### config.mk
export PLATFORM = sky130hd
export DESIGN_NAME = seg7_scan_driver
export DESIGN_NICKNAME = d
export VERILOG_FILES = /design/src/rtl/seg7_pkg.sv /design/src/rtl/seg7_hex_decode.sv /design/src/rtl/seg7_scan_driver.sv
export SDC_FILE = /design/constraint.sdc
export NUM_CORES = 1
export LEC_CHECK = 0
export BUFFER_PORTS_ARGS = -buffer_cell sky130_fd_sc_hd__buf_2
export CORE_MARGIN = 8
export CORE_UTILIZATION = 60
export DETAILED_ROUTE_END_ITERATION = 8
export PLACE_DENSITY = 0.9
export RECOVER_POWER = 25
export SLEW_MARGIN = 10
export SYNTH_ARGS = -nofsm -noshare
export SYNTH_HDL_FRONTEND = slang
export SYNTH_SLANG_ARGS = --single-unit
### constraint.sdc
create_clock -name clk -period 8 [get_ports clk]
set_input_delay 0.4 -clock clk [delete_from_list [all_inputs] [get_ports clk]]
set_output_delay 0.4 -clock clk [all_outputs]
set_load 0.01 [all_outputs]
### src/rtl/seg7_pkg.sv
// Shared definitions for the 7-segment scan driver: segment table,
// blank pattern and scan state encoding.
package seg7_pkg;

    // All segments off (active-low).
    localparam logic [6:0] SEG_BLANK = 7'h7F;

    // Hex digit to active-low {g,f,e,d,c,b,a}.
    localparam logic [6:0] SEG_TABLE [16] = '{
        7'h40, 7'h79, 7'h24, 7'h30,
        7'h19, 7'h12, 7'h02, 7'h78,
        7'h00, 7'h10, 7'h08, 7'h03,
        7'h46, 7'h21, 7'h06, 7'h0E
    };

    // BLANK: dead time at slot start with all anodes off; ON: digit lit.
    typedef enum logic {
        BLANK = 1'b0,
        ON    = 1'b1
    } scan_state_t;

endpackage

### src/rtl/seg7_hex_decode.sv
// Combinational hex nibble to active-low segment decoder.
module seg7_hex_decode
    import seg7_pkg::*;
(
    input  logic [3:0] nibble,
    output logic [6:0] seg
);

    // Table lookup into the shared segment constants.
    always_comb begin
        seg = SEG_TABLE[nibble];
    end

endmodule

### src/rtl/seg7_scan_driver.sv
// Time-multiplexed driver for a common-anode 7-segment display with
// per-slot blanking and frame-synchronous double-buffered data.
module seg7_scan_driver
    import seg7_pkg::*;
#(
    parameter int unsigned NUM_DIGITS   = 8,
    parameter int unsigned SCAN_DIV     = 100000,
    parameter int unsigned BLANK_CYCLES = 2000
) (
    input  logic                    clk,
    input  logic                    rst_n,
    input  logic [4*NUM_DIGITS-1:0] DIGITS,
    input  logic [NUM_DIGITS-1:0]   DP_IN,
    input  logic [NUM_DIGITS-1:0]   DIGIT_EN,
    input  logic                    LOAD,
    output logic [NUM_DIGITS-1:0]   AN,
    output logic [6:0]              SEG,
    output logic                    DP,
    output logic                    FRAME_DONE
);

    localparam int unsigned CNT_W = $clog2(SCAN_DIV);
    localparam int unsigned IDX_W = $clog2(NUM_DIGITS);

    logic [CNT_W-1:0] cnt;
    logic [IDX_W-1:0] idx;
    scan_state_t      state;

    logic [4*NUM_DIGITS-1:0] pend_digits;
    logic [NUM_DIGITS-1:0]   pend_dp;
    logic [NUM_DIGITS-1:0]   pend_en;
    logic                    pend_valid;

    logic [4*NUM_DIGITS-1:0] act_digits;
    logic [NUM_DIGITS-1:0]   act_dp;
    logic [NUM_DIGITS-1:0]   act_en;

    logic                  slot_end;
    logic                  frame_end;
    logic [3:0]            cur_nibble;
    logic                  cur_dp;
    logic                  cur_en;
    logic [NUM_DIGITS-1:0] an_sel;
    logic [6:0]            dec_seg;

    assign slot_end  = (cnt == CNT_W'(SCAN_DIV - 1));
    assign frame_end = slot_end && (idx == IDX_W'(NUM_DIGITS - 1));

    // Select the active digit; an out-of-range idx matches nothing, leaving it dark.
    always_comb begin
        cur_nibble = '0;
        cur_dp     = 1'b0;
        cur_en     = 1'b0;
        an_sel     = '1;
        for (int unsigned i = 0; i < NUM_DIGITS; i++) begin
            if (idx == IDX_W'(i)) begin
                cur_nibble = act_digits[4*i +: 4];
                cur_dp     = act_dp[i];
                cur_en     = act_en[i];
                an_sel[i]  = 1'b0;
            end
        end
    end

    seg7_hex_decode u_decode (
        .nibble (cur_nibble),
        .seg    (dec_seg)
    );

    // Slot counter, digit index and blank/on state machine.
    always_ff @(posedge clk) begin
        if (!rst_n) begin
            cnt   <= '0;
            idx   <= '0;
            state <= BLANK;
        end else begin
            if (slot_end) begin
                cnt   <= '0;
                state <= BLANK;
                if (idx == IDX_W'(NUM_DIGITS - 1)) begin
                    idx <= '0;
                end else begin
                    idx <= idx + IDX_W'(1);
                end
            end else begin
                cnt <= cnt + CNT_W'(1);
                if (cnt == CNT_W'(BLANK_CYCLES - 1)) begin
                    state <= ON;
                end
            end
        end
    end

    // Pending/active buffers; a LOAD on the wrap edge bypasses pending straight to active.
    always_ff @(posedge clk) begin
        if (!rst_n) begin
            pend_digits <= '0;
            pend_dp     <= '0;
            pend_en     <= '0;
            pend_valid  <= 1'b0;
            act_digits  <= '0;
            act_dp      <= '0;
            act_en      <= '0;
        end else if (frame_end) begin
            pend_valid <= 1'b0;
            if (LOAD) begin
                pend_digits <= DIGITS;
                pend_dp     <= DP_IN;
                pend_en     <= DIGIT_EN;
                act_digits  <= DIGITS;
                act_dp      <= DP_IN;
                act_en      <= DIGIT_EN;
            end else if (pend_valid) begin
                act_digits <= pend_digits;
                act_dp     <= pend_dp;
                act_en     <= pend_en;
            end
        end else if (LOAD) begin
            pend_digits <= DIGITS;
            pend_dp     <= DP_IN;
            pend_en     <= DIGIT_EN;
            pend_valid  <= 1'b1;
        end
    end

    // Registered pin outputs, one cycle behind the scan position.
    always_ff @(posedge clk) begin
        if (!rst_n) begin
            AN         <= '1;
            SEG        <= SEG_BLANK;
            DP         <= 1'b1;
            FRAME_DONE <= 1'b0;
        end else begin
            FRAME_DONE <= frame_end;
            if ((state == ON) && cur_en) begin
                AN  <= an_sel;
                SEG <= dec_seg;
                DP  <= ~cur_dp;
            end else begin
                AN  <= '1;
                SEG <= SEG_BLANK;
                DP  <= 1'b1;
            end
        end
    end

endmodule

Word level (Yosys, flattened, before mapping). Memory sizes are Yosys's and may differ from the RTL's. A register that Yosys moved wholly into a read port is not among the register bits. Index checks and enable logic that the tools add are counted.

Register bits: 128. Memories kept: 1. ROM bits: 112. Word-level logic and storage cells: 76. Bits of input ports: 51. Output and inout bits: 17.

Equal/unequal tests: 9. Add/subtract/negate cells: 2. Bitwise gates (word level): 3. Multiplexer cells: 39. Reduce and logical (&&, ||, !) cells: 9.

Memory list: (no name shown) (depth 16, bits a word 7, read ports 1, clocked after Yosys merged registers in 1, wr ports 0, RTL line seg7_hex_decode.sv:11) `seg = SEG_TABLE[nibble];`.

Operators by type and width (count): two-way mux 32 bit (2); two-way mux 4 bit (8); two-way mux 8 bit (4); two-way mux 1 bit (24); adder 17 x 1 -> 17 bit (second input constant) (1); == test 17 x 11 -> 1 bit (second input constant) (1); == test 17 bit (second input constant) (1); == test 3 bit (second input constant) (4); == test 3 x 2 -> 1 bit (second input constant) (2); NOT 4 -> 5 bit (1); AND reduction 2 bit (2); OR reduction 2 bit (2); adder 3 x 1 -> 3 bit (second input constant) (1); == test 3 x 1 -> 1 bit (second input constant) (1); zero test 3 bit (1); two-way mux 3 bit (1); logical AND 1 bit (2); NOT 1 bit (2); nonzero test 2 bit (1); zero test 1 bit (1).

Longest topological paths before layout. Gate-level depths: netlist of run 1.

Word-level depth: 12. Mapped depth: 13. Mapped depth without buffers: 12.

Hierarchy. A second synthesis of run 1 with hierarchy kept.

Cell total of the unflattened synthesis: 601. Area, all modules: 5934.4 µm².

By module, submodules not included: seg7_scan_driver (times used 1, cells an instance 566, area an instance 5686.7 µm², sequential area each 2702.6 µm²); seg7_hex_decode (times used 1, cells an instance 35, area an instance 247.7 µm², sequential area each 0.0 µm²).

Least setup slack after synthesis of run 1. OpenSTA, ideal clock, no wires.

Path kind: register to register. From: reg idx[0]. To: reg SEG[5]. Required time: 7.859 ns. Slack: 5.332 ns. Setup time: 0.141 ns. Arrival: 2.528 ns. Period minus slack after synthesis: 2.668 ns. Buffers on the path: 2. Cell stages (with the launch flop): 13. Path through: dfxtp_1 -> inv_1 -> ha_1 -> buf_2 -> buf_1 -> o31ai_1 -> o2111ai_1 -> a2bb2oi_1 -> inv_1 -> ha_1 -> mux2_2 -> nand2_1 -> o211ai_1.

Word-level cells in the longest chain between the ends: 12.

Ends and longest elaborated chain: start: declaration (RTL line seg7_scan_driver.sv:26) `logic [IDX_W-1:0] idx;`; start signal: assignment (RTL line seg7_scan_driver.sv:83) `idx <= idx + IDX_W'(1);`; zero test 3 bit (RTL line seg7_scan_driver.sv:56) `if (idx == IDX_W'(i)) begin`; two-way mux 1 bit (8 in a row) (RTL line seg7_scan_driver.sv:56); logical AND 1 bit (RTL line seg7_scan_driver.sv:135) `if ((state == ON) && cur_en) begin`; AND reduction 2 bit (no line); zero test 1 bit (no line); end: declaration (RTL line seg7_scan_driver.sv:17) `output logic [6:0] SEG,`.

Parallel ways exist; a longest one is shown, timed or not. A chain may end at the register's enable or synchronous reset.

Worst setup path after layout of run 1.
From: in LOAD. To: reg act_en[7].

Word-level cells in the longest chain between the ends: 2.

Ends and longest elaborated chain: start: declaration (RTL line seg7_scan_driver.sv:15) `input logic LOAD,`; nonzero test 2 bit (no line); AND reduction 2 bit (no line); end signal: assignment (RTL line seg7_scan_driver.sv:116) `act_en <= pend_en;`; end: declaration (RTL line seg7_scan_driver.sv:36) `logic [NUM_DIGITS-1:0] act_en;`.

Parallel ways exist; a longest one is shown, timed or not.

==> results.json, run 1 <==
{
  "status": "complete, but fails checks",
  "failed_checks": "max-capacitance violations, max-slew violations",
  "drt_wl_total_mm": 11.9,
  "ant_nets": 0,
  "fillers": 656,
  "cp-end-kind": "flip-flop",
  "numCtsBuffers": 17,
  "tightest_slew_ps": 3410,
  "leakage_nw": 3.21,
  "cp.required_ps": 8410,
  "finalCritPeriodShare_pct": 49.2,
  "rr_endpoint": "DP$_SDFF_PN1_",
  "post_cts_buffers": 0,
  "drcViolationCount": 0,
  "die_w_microns": 114,
  "r2r_cells": 8,
  "period_needed_ps": 3940,
  "grt_pass1_vias": 4275,
  "crit_start": "LOAD",
  "grt_use_total_pct": 18.9,
  "grt_pass1_wl_mm": 19.9,
  "grt_setup_unrepaired": "no",
  "cts_resized": 0,
  "ir_worst_vdd_mv": 0.161,
  "ys_seq_area_share_pct": 47.4,
  "synth-edff-count": 0,
  "io_pins": 68,
  "regArea_sq_um": 2700,
  "area_growth_pct": 16.4,
  "hp-class": "in2reg",
  "dr.first_iter.drc_count": 305,
  "clk_latency_ps": 520,
  "rows": 35,
  "cp-start-kind": "input pin",
  "cp.arrival_ps": 4340,
  "final_cell_mix": "dfxtp_1 (135), nand2_1 (84), buf_2 (67)",
  "cts_htree_levels": 4,
  "initial_utilization_pct": 61.7,
  "crit_path_end": "act_en[7]$_SDFFE_PN0P_",
  "ys_types": 51,
  "antenna_cells": 0,
  "die-area_sq_um": 12900,
  "synth_cells": 587,
  "grt_max_degree": 107,
  "hold_ws_ps": 168,
  "via_per_inst": 5.50,
  "multiInputGateArea_sq_um": 2730,
  "power.density_nw_per_um2": 236,
  "wire_per_inst_microns": 15.3,
  "synth_top_flop_cell": "dfxtp_1",
  "hpwlAfterDp_mm": 8.06,
  "gp_congestion": 0.935,
  "r2r_slack_ps": 4680,
  "cts.sinks": 135,
  "die_h_microns": 114,
  "syn_nets": 651,
  "fin_setup_tns_ps": 0,
  "avgSynthCellArea_sq_um": 9.72,
  "clkTransAtPathRegs_ps": 60,
  "hold_buffers": 0,
  "synth_warnings": 0,
  "maxSlewViolCount": 51,
  "ys_seq_elements": 135,
  "root_buffer": "clkbuf_8",
  "path_class": "in2reg",
  "antenna_found_initial": 0,
  "first_pass_iters": 5,
  "max_freq_ghz": 0.254,
  "finalHoldViolCount": 0,
  "place.port_buffers": 67,
  "core_sq_um": 9240,
  "setup_viol": 0,
  "cts_tree": "done",
  "crit_fanout": 96,
  "drive_gt1_share_pct": 17.4,
  "cts_buffer_depth": 2,
  "synth_area_sq_um": 5710,
  "yosysTopAreaCellShare_pct": 47.4,
  "synth-async-reset-ratio_pct": 0,
  "globalRoute.totalOverflow": 0,
  "yosys.area.top_type": "dfxtp_1",
  "netlist_top_cells_area": "dfxtp_1 (47%), mux2i_1 (8.6%), o211a_1 (8.4%), nor2b_1 (6.0%), nand2_1 (5.5%)",
  "finalNetCount": 700,
  "maxCapViolCount": 1,
  "slew-limit-headroom_pct": -127,
  "mostFrequentLayoutCell": "dfxtp_1",
  "r2r_start": "idx[2]$_SDFFE_PN0N_",
  "fin_util_pct": 71.9,
  "num_vias": 4280,
  "clock_skew_ps": 19.4
}
[synthesized netlist by cell type (all sizes together) (3+ instances only)]
| cell type | number |
|---|---|
| dfxtp | 135 |
| nand2 | 85 |
| nor2b | 55 |
| mux2i | 49 |
| o211a | 48 |
| nor2 | 27 |
| clkbuf | 22 |
| buf | 18 |
| inv | 18 |
| a21oi | 17 |
| o21ai | 14 |
| ha | 13 |
| nand3 | 11 |
| xor2 | 11 |
| a221oi | 6 |
| o211ai | 5 |
| and2 | 4 |
| mux2 | 4 |
| nand4 | 4 |
| xnor2 | 4 |
| and3 | 3 |
| nor3 | 3 |
| nor3b | 3 |
| o221ai | 3 |
| or2 | 3 |
[kinds of logic (layout without fill, tap and decap cells)]
family                     count (synthesis)  in the layout  share of synthesized area, %
AOI/OAI and AO/OA                        107            107                          15.3
xor gates and xnor gates                  15             15                          2.30
adders and majority gates                 13             13                          2.85
buffers and inverters                     58            120                          4.76
DFF                                      135            135                          47.4
muxes                                     53             53                          9.39
and+or+nand+nor                          206            206                          18.0
[how the worst min path moves through the flow]
| stage | startpoint | endpoint | cells past startpoint |
|---|---|---|---|
| after floorplan | act_en[7]$_SDFFE_PN0P_ | AN[7]$_SDFF_PN1_ | 1 |
| after global placement | cnt[0]$_SDFF_PP0_ | cnt[0]$_SDFF_PP0_ | 1 |
| after detailed placement | act_en[7]$_SDFFE_PN0P_ | AN[7]$_SDFF_PN1_ | 1 |
| after CTS | DIGITS[13] | pend_digits[13]$_SDFFE_PN0P_ | 3 |
| after global routing | DIGIT_EN[6] | pend_en[6]$_SDFFE_PN0P_ | 3 |
| final | DIGITS[13] | pend_digits[13]$_SDFFE_PN0P_ | 3 |
[state kept, by name, indices dropped and copies added, names as in the netlist, 3 cells and up]
name,cells
AN,8
pend_en,8
SEG,7
idx,3
act_dp,8
pend_digits,32
pend_dp,8
act_en,8
cnt,17
act_digits,32
[cell type report]
| class | count | share of cell area, % |
|---|---|---|
| multi-input cells | 394 | 41.1 |
| well taps | 129 | 2.43 |
| repair buffers | 70 | 5.33 |
| inverters | 18 | 1.02 |
| clock buffers | 18 | 6.44 |
| clock inverters | 14 | 2.94 |
| flip-flops and latches | 135 | 40.7 |
[critical path, stage by stage]
cell and delay (ps):
buf_2 70, clkbuf_1 2390, o21a_2 410, buf_4 670
nand2_1 170, o211a_1 180
[layer usage]
layer | GRT usage (%) | part of all wire (%) | routed length, microns
met4 | 8.44 | 1.9 | 221
met1 | 21.9 | 43 | 5130
met5 | 0 | 0 | 0
met2 | 32.2 | 49 | 5870
met3 | 4.91 | 5.7 | 678
[power by group]
group          leakage, nW  switching (W)  total (W)  internal, W
Combinational         1.81      0.0000326  0.0000643    0.0000318
Sequential            1.10     0.00000480   0.000693     0.000688
Clock                0.306       0.000290   0.000807     0.000517
Total                 3.21       0.000328    0.00156      0.00124
[stage by stage]
stage / instances / power (W) / area (sq um) / setup slack (ps)
after floorplan: 587 / 0.000748 / 5710 / 5330
after global placement: 746 / 0.000766 / 6020 / 4920
after detailed placement: 746 / 0.000769 / 6020 / 4820
after CTS: 778 / 0.00157 / 6650 / 4790
after global routing: 778 / 0.00161 / 6640 / 3740
final: 778 / 0.00156 / 6640 / 4060
Note: power is estimated with default switching activity, not from simulation.
==> run 2, diff against run 1 <==
--- a/config.mk
+++ b/config.mk
@@ -7,9 +7,9 @@
 export LEC_CHECK = 0
 export BUFFER_PORTS_ARGS = -buffer_cell sky130_fd_sc_hd__buf_2
 export CORE_MARGIN = 8
-export CORE_UTILIZATION = 60
+export CORE_UTILIZATION = 58
 export DETAILED_ROUTE_END_ITERATION = 8
-export PLACE_DENSITY = 0.9
+export PLACE_DENSITY = 0.87
 export RECOVER_POWER = 25
 export SLEW_MARGIN = 10
 export SYNTH_ARGS = -nofsm -noshare
==> constraint.sdc (replaced) <==
create_clock -name clk -period 3.8 [get_ports clk]
set_input_delay 0.19 -clock clk [delete_from_list [all_inputs] [get_ports clk]]
set_output_delay 0.19 -clock clk [all_outputs]
set_load 0.01 [all_outputs]
==> run 2 against run 1 <==
Against the previous run:
- the flow still finishes with violations (max-capacitance violations, max-slew violations)
- clock power is 100% higher
- critical path depth rose by 4
- core utilization rose by 1.5 points
- clock-buffer cell count is 1 higher
- sequential share of layout area fell by 2.7 points
- largest cell class unchanged
- largest power group unchanged
==> results.json, run 2 (synthesis gave the netlist of run 1 again) <==
{
  "status": "complete, but fails checks",
  "failed_checks": "max-capacitance violations, max-slew violations",
  "drt_wl_total_mm": 13.2,
  "crit_path_end": "SEG[5]$_SDFF_PN1_",
  "period_needed_ps": 3210,
  "dr.first_iter.drc_count": 250,
  "ir_worst_vdd_mv": 0.268,
  "die_w_microns": 115,
  "seqPwrFrac_pct": 44.6,
  "reg_top3": "act_digits: 32 flops, pend_digits: 32 flops, cnt: 17 flops",
  "grt_max_degree": 69,
  "die_h_microns": 115,
  "fin_setup_tns_ps": 0,
  "leakage_nw": 3.38,
  "rows": 36,
  "p_int_w": 0.00257,
  "hpwlAfterDp_mm": 8.40,
  "cp-end-kind": "flip-flop",
  "p_switching_w": 0.000698,
  "hold_ws_ps": 16.7,
  "globalRoute.totalOverflow": 0,
  "cp.arrival_ps": 3610,
  "fillers": 674,
  "num_vias": 4507,
  "max_freq_ghz": 0.312,
  "root_buffer": "clkbuf_8",
  "p_comb_share_pct": 5.3,
  "maxCapViolCount": 3,
  "cts_htree_levels": 4,
  "post_cts_buffers": 0,
  "slew-limit-headroom_pct": -58.2,
  "path_class": "reg2reg",
  "place.port_buffers": 67,
  "clock_skew_ps": 5.87,
  "hold_buffers": 47,
  "mostFrequentLayoutCell": "dfxtp_1",
  "numCtsBuffers": 17,
  "wire_per_inst_microns": 15.9,
  "initial_utilization_pct": 58.9,
  "hp-class": "in2reg",
  "switching_share_pct": 21.3,
  "finalHoldViolCount": 0,
  "core_sq_um": 9680,
  "gp_congestion": 0.861,
  "finalNetCount": 751,
  "ant_nets": 0,
  "clock_power_share_pct": 50.1,
  "clkTransAtPathRegs_ps": 60,
  "drcViolationCount": 0,
  "antenna_cells": 0,
  "cp.required_ps": 4210,
  "via_per_inst": 5.42,
  "die-area_sq_um": 13300,
  "crit_fanout": 25,
  "clk_latency_ps": 530,
  "area_growth_pct": 24.5,
  "grt_pass1_vias": 4676,
  "io_pins": 68,
  "cts_tree": "done",
  "grt_setup_unrepaired": "no",
  "power.total_w": 0.00327,
  "cts_buffer_depth": 2,
  "cts.sinks": 135,
  "r2r_start": "idx[0]$_SDFFE_PN0N_",
  "finalCritPeriodShare_pct": 84.4,
  "grt_use_total_pct": 21.0,
  "grt_pass1_wl_mm": 22.0,
  "drive_gt1_share_pct": 13.9,
  "final_cell_mix": "dfxtp_1 (135), nand2_1 (84), nor2b_1 (55)",
  "tightest_slew_ps": 2370,
  "crit_start": "idx[0]$_SDFFE_PN0N_",
  "maxSlewViolCount": 143,
  "first_pass_iters": 5,
  "cts_resized": 0,
  "cp-start-kind": "flip-flop",
  "antenna_found_initial": 0,
  "setup_viol": 0,
  "rr_endpoint": "SEG[5]$_SDFF_PN1_",
  "r2r_cells": 10,
  "r2r_slack_ps": 590,
  "power.density_nw_per_um2": 460
}
## run 2: worst max-delay path: stages (launching register included)
cell	delay, ps
dfxtp_1	400
ha_1	710
a21oi_1	170
o31ai_1	240
o2111ai_1	150
a2bb2oi_1	500
inv_1	180
ha_1	300
mux2_2	280
nand2_1	70
o211ai_1	90
## run 2: worst min-delay path by stage
stage	from	end	slack [ps]	cells past startpoint
detailed placement	cnt[0]$_SDFF_PP0_	cnt[0]$_SDFF_PP0_	440	1
floorplan	DIGITS[0]	pend_digits[0]$_SDFFE_PN0P_	380	2
global placement	cnt[0]$_SDFF_PP0_	cnt[0]$_SDFF_PP0_	420	1
CTS	DIGITS[12]	pend_digits[12]$_SDFFE_PN0P_	6	3
finish	DIGITS[12]	pend_digits[12]$_SDFFE_PN0P_	20	3
global route	DIGITS[12]	pend_digits[12]$_SDFFE_PN0P_	20	3
## run 2: routing by layer
metal	vias up	part of all wire [%]	track usage, %
met3	38	4.8	4.78
met2	141	49	35.9
met4	0	3.1	11.5
met5	-	0	0
met1	2110	43	23.8
li1	2218	-	-
## run 2: area by class of cell
cell class	instances	area, sq um	share of cell area [%]
clock buffer	19	442	6.22
clock inverter	12	153	2.15
inverter	18	67.6	0.951
multi-input combinational	394	2730	38.5
sequential	135	2700	38.0
tap	133	166	2.34
timing repair buffer	121	841	11.8
## run 2: per-stage QoR
stage               instances  setup slack (ps)  util (%)  cell area (sq um)
floorplan                 587              1130         -               5710
global placement          754               865      62.7               6070
detailed placement        754               655      62.7               6070
CTS                       832               632      73.7               7130
global route              832               439      73.4               7100
finish                    832               594      73.4               7100
## run 2: power groups by stage
stage	clock network [W]	logic [W]	registers, W
global placement	0	0.000125	0.00149
detailed placement	0	0.000130	0.00149
global route	0.00172	0.000189	0.00146
floorplan	0	0.0000874	0.00149
finish	0.00164	0.000172	0.00146
CTS	0.00166	0.000168	0.00146
